[src/rtl/store_request_sequencer_pkg.sv]
// Shared types and constants for the store request front end of the 4-byte memory system.
package store_request_sequencer_pkg;

  typedef enum logic [2:0] {
    ST_IDLE     = 3'd0,
    ST_PRESS_DB = 3'd1,
    ST_SETUP    = 3'd2,
    ST_STORE    = 3'd3,
    ST_HOLD     = 3'd4,
    ST_REL_DB   = 3'd5
  } state_t;

  localparam int DEF_DATA_W   = 8;
  localparam int DEF_ADDR_W   = 2;
  localparam int BOARD_CLK_HZ = 100_000_000;

  function automatic int max_int(input int a, input int b);
    return (a > b) ? a : b;
  endfunction

endpackage

[src/rtl/store_request_sequencer_if.sv]
// Board-side inputs and memory-side outputs of the store request sequencer.
interface store_request_sequencer_if
  import store_request_sequencer_pkg::*;
#(
  parameter int DATA_W = DEF_DATA_W,
  parameter int ADDR_W = DEF_ADDR_W
) ();

  logic              btn_store;
  logic [DATA_W-1:0] sw_data;
  logic [ADDR_W-1:0] sw_addr;
  logic [DATA_W-1:0] data_out;
  logic [ADDR_W-1:0] addr_out;
  logic              store_out;
  logic              busy;

  modport master (
    output btn_store, sw_data, sw_addr,
    input  data_out, addr_out, store_out, busy
  );

  modport slave (
    input  btn_store, sw_data, sw_addr,
    output data_out, addr_out, store_out, busy
  );

endinterface

[src/rtl/store_request_sequencer_sync_2ff.sv]
// Generic two-flop synchroniser for asynchronous board inputs; clears to 0 on reset.
module sync_2ff #(
  parameter int W = 1
) (
  input  logic         clk,
  input  logic         rst_n,
  input  logic [W-1:0] i_d,
  output logic [W-1:0] o_q
);

  logic [W-1:0] r_meta;
  logic [W-1:0] r_sync;

  always_ff @(posedge clk or negedge rst_n) begin
    if (!rst_n) begin
      r_meta <= '0;
      r_sync <= '0;
    end else begin
      r_meta <= i_d;
      r_sync <= r_meta;
    end
  end

  assign o_q = r_sync;

endmodule

[src/rtl/store_request_sequencer.sv]
// Debounces the store button and turns each accepted press into one fixed-length store
// strobe, with data/address snapshotted from the switches and held stable around it.
module store_request_sequencer
  import store_request_sequencer_pkg::*;
#(
  parameter int DATA_W       = DEF_DATA_W,
  parameter int ADDR_W       = DEF_ADDR_W,
  parameter int DEBOUNCE_CYC = 1_000_000,
  parameter int STORE_CYC    = 1
) (
  input logic                     clk,
  input logic                     rst_n,
  store_request_sequencer_if.slave bus
);

  localparam int CNT_W = $clog2(max_int(DEBOUNCE_CYC, STORE_CYC)) + 1;
  localparam logic [CNT_W-1:0] DB_LAST = CNT_W'(DEBOUNCE_CYC - 1);
  localparam logic [CNT_W-1:0] ST_LAST = CNT_W'(STORE_CYC - 1);

  logic              w_btn_s;
  logic [DATA_W-1:0] w_sw_data_s;
  logic [ADDR_W-1:0] w_sw_addr_s;

  state_t            r_state;
  logic [CNT_W-1:0]  r_cnt;
  logic [DATA_W-1:0] r_data;
  logic [ADDR_W-1:0] r_addr;
  logic              r_store;
  logic              r_busy;

  sync_2ff #(.W(1)) u_sync_btn (
    .clk(clk), .rst_n(rst_n), .i_d(bus.btn_store), .o_q(w_btn_s)
  );

  sync_2ff #(.W(DATA_W)) u_sync_data (
    .clk(clk), .rst_n(rst_n), .i_d(bus.sw_data), .o_q(w_sw_data_s)
  );

  sync_2ff #(.W(ADDR_W)) u_sync_addr (
    .clk(clk), .rst_n(rst_n), .i_d(bus.sw_addr), .o_q(w_sw_addr_s)
  );

  // busy is set/cleared alongside every transition into/out of IDLE so it stays registered
  always_ff @(posedge clk or negedge rst_n) begin
    if (!rst_n) begin
      r_state <= ST_IDLE;
      r_cnt   <= '0;
      r_data  <= '0;
      r_addr  <= '0;
      r_store <= 1'b0;
      r_busy  <= 1'b0;
    end else begin
      case (r_state)
        ST_IDLE: begin
          if (w_btn_s) begin
            r_state <= ST_PRESS_DB;
            r_cnt   <= '0;
            r_busy  <= 1'b1;
          end
        end
        ST_PRESS_DB: begin
          if (!w_btn_s) begin
            r_state <= ST_IDLE;
            r_cnt   <= '0;
            r_busy  <= 1'b0;
          end else if (r_cnt == DB_LAST) begin
            r_state <= ST_SETUP;
            r_cnt   <= '0;
            r_data  <= w_sw_data_s;
            r_addr  <= w_sw_addr_s;
          end else begin
            r_cnt <= r_cnt + 1'b1;
          end
        end
        ST_SETUP: begin
          r_state <= ST_STORE;
          r_cnt   <= '0;
          r_store <= 1'b1;
        end
        ST_STORE: begin
          if (r_cnt == ST_LAST) begin
            r_state <= ST_HOLD;
            r_cnt   <= '0;
            r_store <= 1'b0;
          end else begin
            r_cnt <= r_cnt + 1'b1;
          end
        end
        ST_HOLD: begin
          if (!w_btn_s) begin
            r_state <= ST_REL_DB;
            r_cnt   <= '0;
          end
        end
        ST_REL_DB: begin
          // A re-press before the release is debounced falls back to HOLD, so no new store
          if (w_btn_s) begin
            r_state <= ST_HOLD;
            r_cnt   <= '0;
          end else if (r_cnt == DB_LAST) begin
            r_state <= ST_IDLE;
            r_cnt   <= '0;
            r_busy  <= 1'b0;
          end else begin
            r_cnt <= r_cnt + 1'b1;
          end
        end
        default: begin
          r_state <= ST_IDLE;
          r_cnt   <= '0;
          r_store <= 1'b0;
          r_busy  <= 1'b0;
        end
      endcase
    end
  end

  assign bus.data_out  = r_data;
  assign bus.addr_out  = r_addr;
  assign bus.store_out = r_store;
  assign bus.busy      = r_busy;

endmodule

[src/flat_wrapper.sv]
// flat-port wrapper written by rule: the top's interface ports become plain ports
module store_request_sequencer_flat import store_request_sequencer_pkg::*;
#(
  parameter int DATA_W       = DEF_DATA_W,
  parameter int ADDR_W       = DEF_ADDR_W,
  parameter int DEBOUNCE_CYC = 1_000_000,
  parameter int STORE_CYC    = 1
)
  (clk, rst_n, bus_btn_store, bus_sw_data, bus_sw_addr, bus_data_out, bus_addr_out, bus_store_out, bus_busy);
  store_request_sequencer_if #(.DATA_W(DATA_W), .ADDR_W(ADDR_W)) bus_i ();
  input logic clk;
  input logic rst_n;
  input wire logic [$bits(bus_i.btn_store)-1:0] bus_btn_store;
  input wire logic [$bits(bus_i.sw_data)-1:0] bus_sw_data;
  input wire logic [$bits(bus_i.sw_addr)-1:0] bus_sw_addr;
  output wire logic [$bits(bus_i.data_out)-1:0] bus_data_out;
  output wire logic [$bits(bus_i.addr_out)-1:0] bus_addr_out;
  output wire logic [$bits(bus_i.store_out)-1:0] bus_store_out;
  output wire logic [$bits(bus_i.busy)-1:0] bus_busy;
  assign bus_i.btn_store = bus_btn_store;
  assign bus_i.sw_data = bus_sw_data;
  assign bus_i.sw_addr = bus_sw_addr;
  assign bus_data_out = bus_i.data_out;
  assign bus_addr_out = bus_i.addr_out;
  assign bus_store_out = bus_i.store_out;
  assign bus_busy = bus_i.busy;
  store_request_sequencer #(.DATA_W(DATA_W), .ADDR_W(ADDR_W), .DEBOUNCE_CYC(DEBOUNCE_CYC), .STORE_CYC(STORE_CYC)) u_core (.clk(clk), .rst_n(rst_n), .bus(bus_i));
endmodule
[config.mk]
export PLATFORM = sky130hd
export DESIGN_NAME = store_request_sequencer_flat
export DESIGN_NICKNAME = d
export VERILOG_FILES = /design/src/rtl/store_request_sequencer_pkg.sv /design/src/rtl/store_request_sequencer_if.sv /design/src/rtl/store_request_sequencer_sync_2ff.sv /design/src/rtl/store_request_sequencer.sv /design/src/flat_wrapper.sv
export SDC_FILE = /design/constraint.sdc
export NUM_CORES = 1
export LEC_CHECK = 0
export BUFFER_PORTS_ARGS = -buffer_cell sky130_fd_sc_hd__buf_4
export CORE_MARGIN = 3
export CORE_UTILIZATION = 40
export CTS_CLUSTER_DIAMETER = 30
export DETAILED_ROUTE_END_ITERATION = 7
export PLACE_DENSITY = 0.59
export SLEW_MARGIN = 0
export SYNTH_ARGS = -nofsm -noshare
export SYNTH_HDL_FRONTEND = slang
export SYNTH_HIERARCHICAL = 1
export SYNTH_SLANG_ARGS = --single-unit
[constraint.sdc]
create_clock -name clk -period 5.4 [get_ports clk]
set_input_delay 0.27 -clock clk [delete_from_list [all_inputs] [get_ports clk]]
set_output_delay 0.27 -clock clk [all_outputs]
set_load 0.02 [all_outputs]
==> impl_metrics.ini, run 1 <==
[worst_setup_path]
worstPathRequired_ns = 5.57
worstSetupStartpointType = flip-flop
critical_path_class = reg2reg
worst_setup_path_end_kind = flip-flop
setup.reg_to_reg.worst_slack_ns = 2.47
arr_time_crit_path_ns = 3.10
crit_path_max_fanout = 13

[layout]
mostFrequentLayoutCells = dfrtp_1 (58), buf_4 (26), nand2_1 (20)
final_net_count = 271
mostFrequentLayoutCell = dfrtp_1
insertedDiodeCount = 0
final_cell_count_no_fill = 336
layout.filler_cells = 538
areaGrowthSynthToFinish_pct = 17.7
drive_gt1_frac = 0.222

[yosys]
postSynth.topFlopCell = dfrtp_1
asyncSetResetFlopFracSynth = 1.00
synth_seq_cells = 58
synthesized_instance_count = 232
yosys.cell_types.count = 40
synthesis.nets = 247
synth-seq-area-share = 0.577
synth.avg_cell_area_um2 = 10.8
yosysWarningCount = 6
syn_area_um2 = 2510
post-synth-top-area-cell = dfrtp_1
yosys-top-cells-area = dfrtp_1 (58%), mux2_2 (4.5%), o21ai_0 (3.4%)
synthDominantCellAreaShare = 0.577
count_of_flip_flops_with_a_built_in_enable_after_synthesis = 0

[timing]
finalCritPeriodShare = 0.542
maxSlewHeadroom = 0.413
fin_worst_skew_ns = 0.00971
finalSetupTns_ns = 0
hold_violations = 31
maxClockFrequency_mhz = 342
rsz0062_at_grt = false
timing.hold.ws_ns = -0.0226
period_minus_slack_ns = 2.93
report.final.setup_viol = 0
worst_slack_ns = 2.47
finalMaxSlewViolations = 0
max_slew.worst_pin.slew_ns = 0.878

[route]
detailroute.via_count = 1814
ant_nets = 0
drc = 0
drt_first_pass_iters = 4
drt-wirelength-per-cell_um = 14.6
drt_iter0_markers = 158
route.detailed.vias_per_inst = 5.40
drt_wl_total_mm = 4.91

[grt]
overflow = 0
via_count_of_the_first_global_routing_pass = 1736
maximum_number_of_pins_on_one_net_before_global_route_repair = 59
grt_antenna_before_repair = 0
grt_usage = 0.150
grt_pass1_wl_mm = 8.46

[placement]
pre_cts_slack_ns = 2.42
dp_hpwl_mm = 3.25
gp_congestion = 0.914
buffer_ports.inserted = 24
dpl.cell_count = 320

[cts]
cts_sinks = 58
cts_repair_resize_count = 0
cts_hold_fix_bufs = 0
cts-root-to-sink-buffers = 2
tritoncts.num_buffers = 9
cts_max_level = 3
clk_transition_reported_paths_ns = 0.07
cts.root.buffer_cell = clkbuf_8
worst_skew_pair.late_latency_ns = 0.34
cts.repair_timing.setup_buffer_count = 0
tritoncts = yes

[die]
floorplan.rows = 28
core_outline_area_um2 = 5990
die_h_um = 85.3
floorplan.io_pins = 25
start_util = 0.420
fp.dieW_um = 85.3
die-area_um2 = 7270

[pwr]
p_leak_uw = 0.00130
pwr-share-clk = 0.447
comb_power_share = 0.053
irDropWorstVdd_mv = 0.222
power_uw = 928
p_int_uw = 702
power.net_switching_uw = 226
seq_power_share = 0.499
switching_share = 0.244
power_density_relative_to_cell_area_nw_per_um2 = 313

[outcome]
violations_in_the_final_reports = negative hold slack
run_status = finished with violations

[job]
number_of_violations_of_the_max_capacitance_limit = 0

[min_path]
hp_class = in2async
-- per-stage QoR --
step,instance area (um2),util
finish,2960,0.494
floorplan,2510,-
global placement,2750,0.459
CTS,2960,0.494
detailed placement,2750,0.459
global route,2960,0.494
-- routing by layer --
layer,up-vias,global-route usage,share of wire
met3,13,0.0398,0.065
met1,876,0.203,0.45
met5,-,0,0
li1,874,-,-
met2,51,0.220,0.46
met4,0,0.0777,0.020
-- worst paths after layout --
check	startpoint	end	cells after the start
setup / recovery	u_core/r_cnt[0]	u_core/r_cnt[3]	6
hold / removal	rst_n	u_core/r_cnt[9]	1
setup reg to reg	u_core/r_cnt[0]	u_core/r_cnt[3]	6
hold reg to reg	u_core/u_sync_data/r_meta[7]	u_core/u_sync_data/o_q[7]	0
max in group asynchronous	rst_n	u_core/u_sync_btn/r_meta	1
min in group clk	bus_sw_data[1]	u_core/u_sync_data/r_meta[1]	1
-- cell type report --
| type | instances | area, um2 | share of cell area |
|---|---|---|---|
| clock buffer | 10 | 138 | 0.0465 |
| timing repair buffer | 26 | 195 | 0.0659 |
| clock inverter | 6 | 72.6 | 0.0245 |
| sequential | 58 | 1450 | 0.490 |
| inverter | 9 | 33.8 | 0.0114 |
| multi-input combinational | 152 | 976 | 0.330 |
| tap | 75 | 93.8 | 0.0317 |
-- critical path: stages, from the launching register on --
cell and delay (ns):
dfrtp_1 0.44, ha_1 0.25, nand4_1 0.20, nor4_1 0.53, a21oi_1 0.38, nor2_1 0.76
o21ai_0 0.21
-- cell usage after synthesis (all sizes together), types with 2 or more instances --
library cell,count
or3,4
inv,9
dfrtp,58
a21oi,10
and4,3
xor2,3
or4,2
nor2b,2
o21bai,3
a22o,3
nand2b,5
nor3,9
buf,2
nand4,6
clkbuf,11
o211ai,3
nand3,6
mux2,10
nor2,12
nand2,21
o21ai,17
ha,2
nor4,7
a22oi,2
xnor2,7
nand3b,2
o22ai,5
-- state kept, by name, indices dropped and copies added, names as in the netlist --
register and cells:
u_core/u_sync_btn/r_meta 1, u_core/bus.store_out 1, u_core/u_sync_addr/o_q 2, u_core/bus.addr_out 2, u_core/u_sync_addr/r_meta 2, u_core/u_sync_data/r_meta 8
u_core/r_state 3, u_core/bus.busy 1, u_core/r_cnt 21, u_core/u_sync_btn/o_q 1, u_core/bus.data_out 8, u_core/u_sync_data/o_q 8
-- cell families (layout without fill, tap and decap cells) --
kind of cell | after synthesis | in the layout | share of synthesized area
muxes | 10 | 10 | 0.0448
and+or+nand+nor | 81 | 81 | 0.179
DFF | 58 | 58 | 0.577
xor gates and xnor gates | 10 | 10 | 0.0348
buffers and inverters | 22 | 51 | 0.0348
AOI/OAI and AO/OA | 49 | 49 | 0.119
adders and majority gates | 2 | 2 | 0.00995
-- power by group through the flow --
stage	Clock, uW	Sequential (uW)	Combinational (uW)
2_1_floorplan	0	468	28.6
3_3_place_gp	0	471	50.6
3_5_place_dp	0	472	51.0
4_1_cts	431	464	50.8
5_1_grt	452	466	56.3
6_report	415	463	49.2
No activity file was read; power rests on OpenSTA's default activity.
==> inputs of run 2 (changes only) <==
- clock period: 5.4 -> 2.99 ns (I/O delays scaled with it)
==> run 2 against run 1 <==
Compared with the run above:
- the run now ends clean
- sequential power grew 81%
- combinational power grew 120%
- worst setup slack lost 2.1 ns
- sequential share of layout area shrank 2.0 points
- critical path type unchanged
==> impl_metrics.ini, run 2 (synthesized netlist as in run 1, its figures left out) <==
[cts]
clk_transition_reported_paths_ns = 0.07
cts_max_level = 3
tritoncts = yes
cts.root.buffer_cell = clkbuf_8
cts.repair_timing.setup_buffer_count = 0
worst_skew_pair.late_latency_ns = 0.33
cts_hold_fix_bufs = 12
cts_repair_resize_count = 0
tritoncts.num_buffers = 9
cts-root-to-sink-buffers = 2
cts_sinks = 58

[route]
detailroute.via_count = 1836
drc = 0
drt-wirelength-per-cell_um = 14.0
drt_first_pass_iters = 4
route.detailed.vias_per_inst = 5.25
ant_nets = 0
drt_wl_total_mm = 4.90
drt_iter0_markers = 92

[timing]
fin_worst_skew_ns = 0.00871
period_minus_slack_ns = 2.65
rsz0062_at_grt = false
finalSetupTns_ns = 0
finalMaxSlewViolations = 0
hold_violations = 0
maxClockFrequency_mhz = 377
finalCritPeriodShare = 0.886
maxSlewHeadroom = 0.527
report.final.setup_viol = 0
max_slew.worst_pin.slew_ns = 0.709
timing.hold.ws_ns = 0.350

[layout]
regMostFlops = u_core/r_cnt
final_net_count = 285
areaGrowthSynthToFinish_pct = 22.7
insertedDiodeCount = 0
drive_gt1_frac = 0.218
largest_register_ffs = 21
mostFrequentLayoutCells = dfrtp_1 (58), buf_4 (28), nand2_1 (20)
final_cell_count_no_fill = 350
mostFrequentLayoutCell = dfrtp_1
finalInstanceArea_um2 = 3090

[worst_setup_path]
critical_path_class = reg2reg
worstSetupStartpointType = flip-flop
reg2reg_depth = 6
crit_path_top_delay_cell = nor4_1
reg2reg_to = u_core/bus.data_out[5]
critical_path.reg2reg.startpoint = u_core/r_cnt[0]
cp_cell_sequence = ha_1 -> nand4_1 -> nor4_1 -> nand2_2 -> nor3_4 -> mux2_2
crit_path_max_fanout = 10
worstPathRequired_ns = 3.21
worst_setup_path_end_kind = flip-flop
cp.buffers_inverters = 0
setup.reg_to_reg.worst_slack_ns = 0.34
max_stage_delay_ns = 0.55
arr_time_crit_path_ns = 2.87
family_with_the_most_delay_on_the_worst_path = simple AND/OR/NAND/NOR gates

[placement]
place_area_um2 = 2770
gp_congestion = 0.837
buffer_ports.inserted = 24
dpl.cell_count = 322
dp_hpwl_mm = 3.21

[min_path]
min-delay-start = u_core/u_sync_data/r_meta[5]
hold_end = u_core/u_sync_data/o_q[5]
hp_class = reg2reg
min_path_cells = 0

[job]
number_of_violations_of_the_max_capacitance_limit = 0

[die]
fp.dieW_um = 85.3
floorplan.io_pins = 25
die_h_um = 85.3
start_util = 0.420
die-area_um2 = 7270
floorplan.rows = 28
core_outline_area_um2 = 5990

[pwr]
p_leak_uw = 0.00135
power_uw = 1660
irDropWorstVdd_mv = 0.278
power_density_relative_to_cell_area_nw_per_um2 = 539

[outcome]
run_status = complete, no violations

[grt]
grt_usage = 0.155
grt_antenna_before_repair = 0
via_count_of_the_first_global_routing_pass = 1837
maximum_number_of_pins_on_one_net_before_global_route_repair = 59
grt_pass1_wl_mm = 8.85
overflow = 0
## run 2: layer usage
metal | wire (um) | global-route usage | vias up
met2 | 2260 | 0.241 | 30
met4 | 41 | 0.0619 | 0
li1 | - | - | 901
met3 | 199 | 0.0495 | 4
met1 | 2400 | 0.201 | 901
met5 | 0 | 0 | -
## run 2: area by class of cell
class	count	area [um2]
clock buffer	9	124
clock inverter	7	76.3
fill	542	2910
inverter	9	33.8
multi-input combinational	152	976
sequential	58	1450
tap	75	93.8
timing repair buffer	40	330
## run 2: how the worst max path moves through the flow
stage	start	end	cells past startpoint
final	u_core/r_cnt[0]	u_core/bus.data_out[5]	6
after global placement	u_core/r_cnt[0]	u_core/bus.data_out[1]	6
after detailed placement	u_core/r_cnt[0]	u_core/bus.data_out[3]	6
after global routing	u_core/r_cnt[0]	u_core/bus.data_out[7]	6
after floorplan	u_core/r_cnt[0]	u_core/bus.addr_out[0]	6
after CTS	u_core/r_cnt[0]	u_core/bus.data_out[7]	6
## run 2: where the power goes
group,switching [uW],total (uW),internal (uW),leakage (uW)
Clock,329,719,390,0.0000962
Sequential,25.4,837,812,0.000752
Combinational,55.5,106,50.3,0.000500
Total,410,1660,1250,0.00135
## run 2: worst reg2reg max path: cells and delay by family, from the launching register on
family,cells,cell delay [ns]
muxes,1,0.40
DFF,1,0.44
adders and majority gates,1,0.25
and+or+nand+nor,4,1.45
## run 2: stage by stage
step	util	worst slack [ns]
finish	0.515	0.340
global route	0.515	0.157
CTS	0.515	0.317
detailed placement	0.462	0.338
global placement	0.462	0.433
floorplan	-	0.738
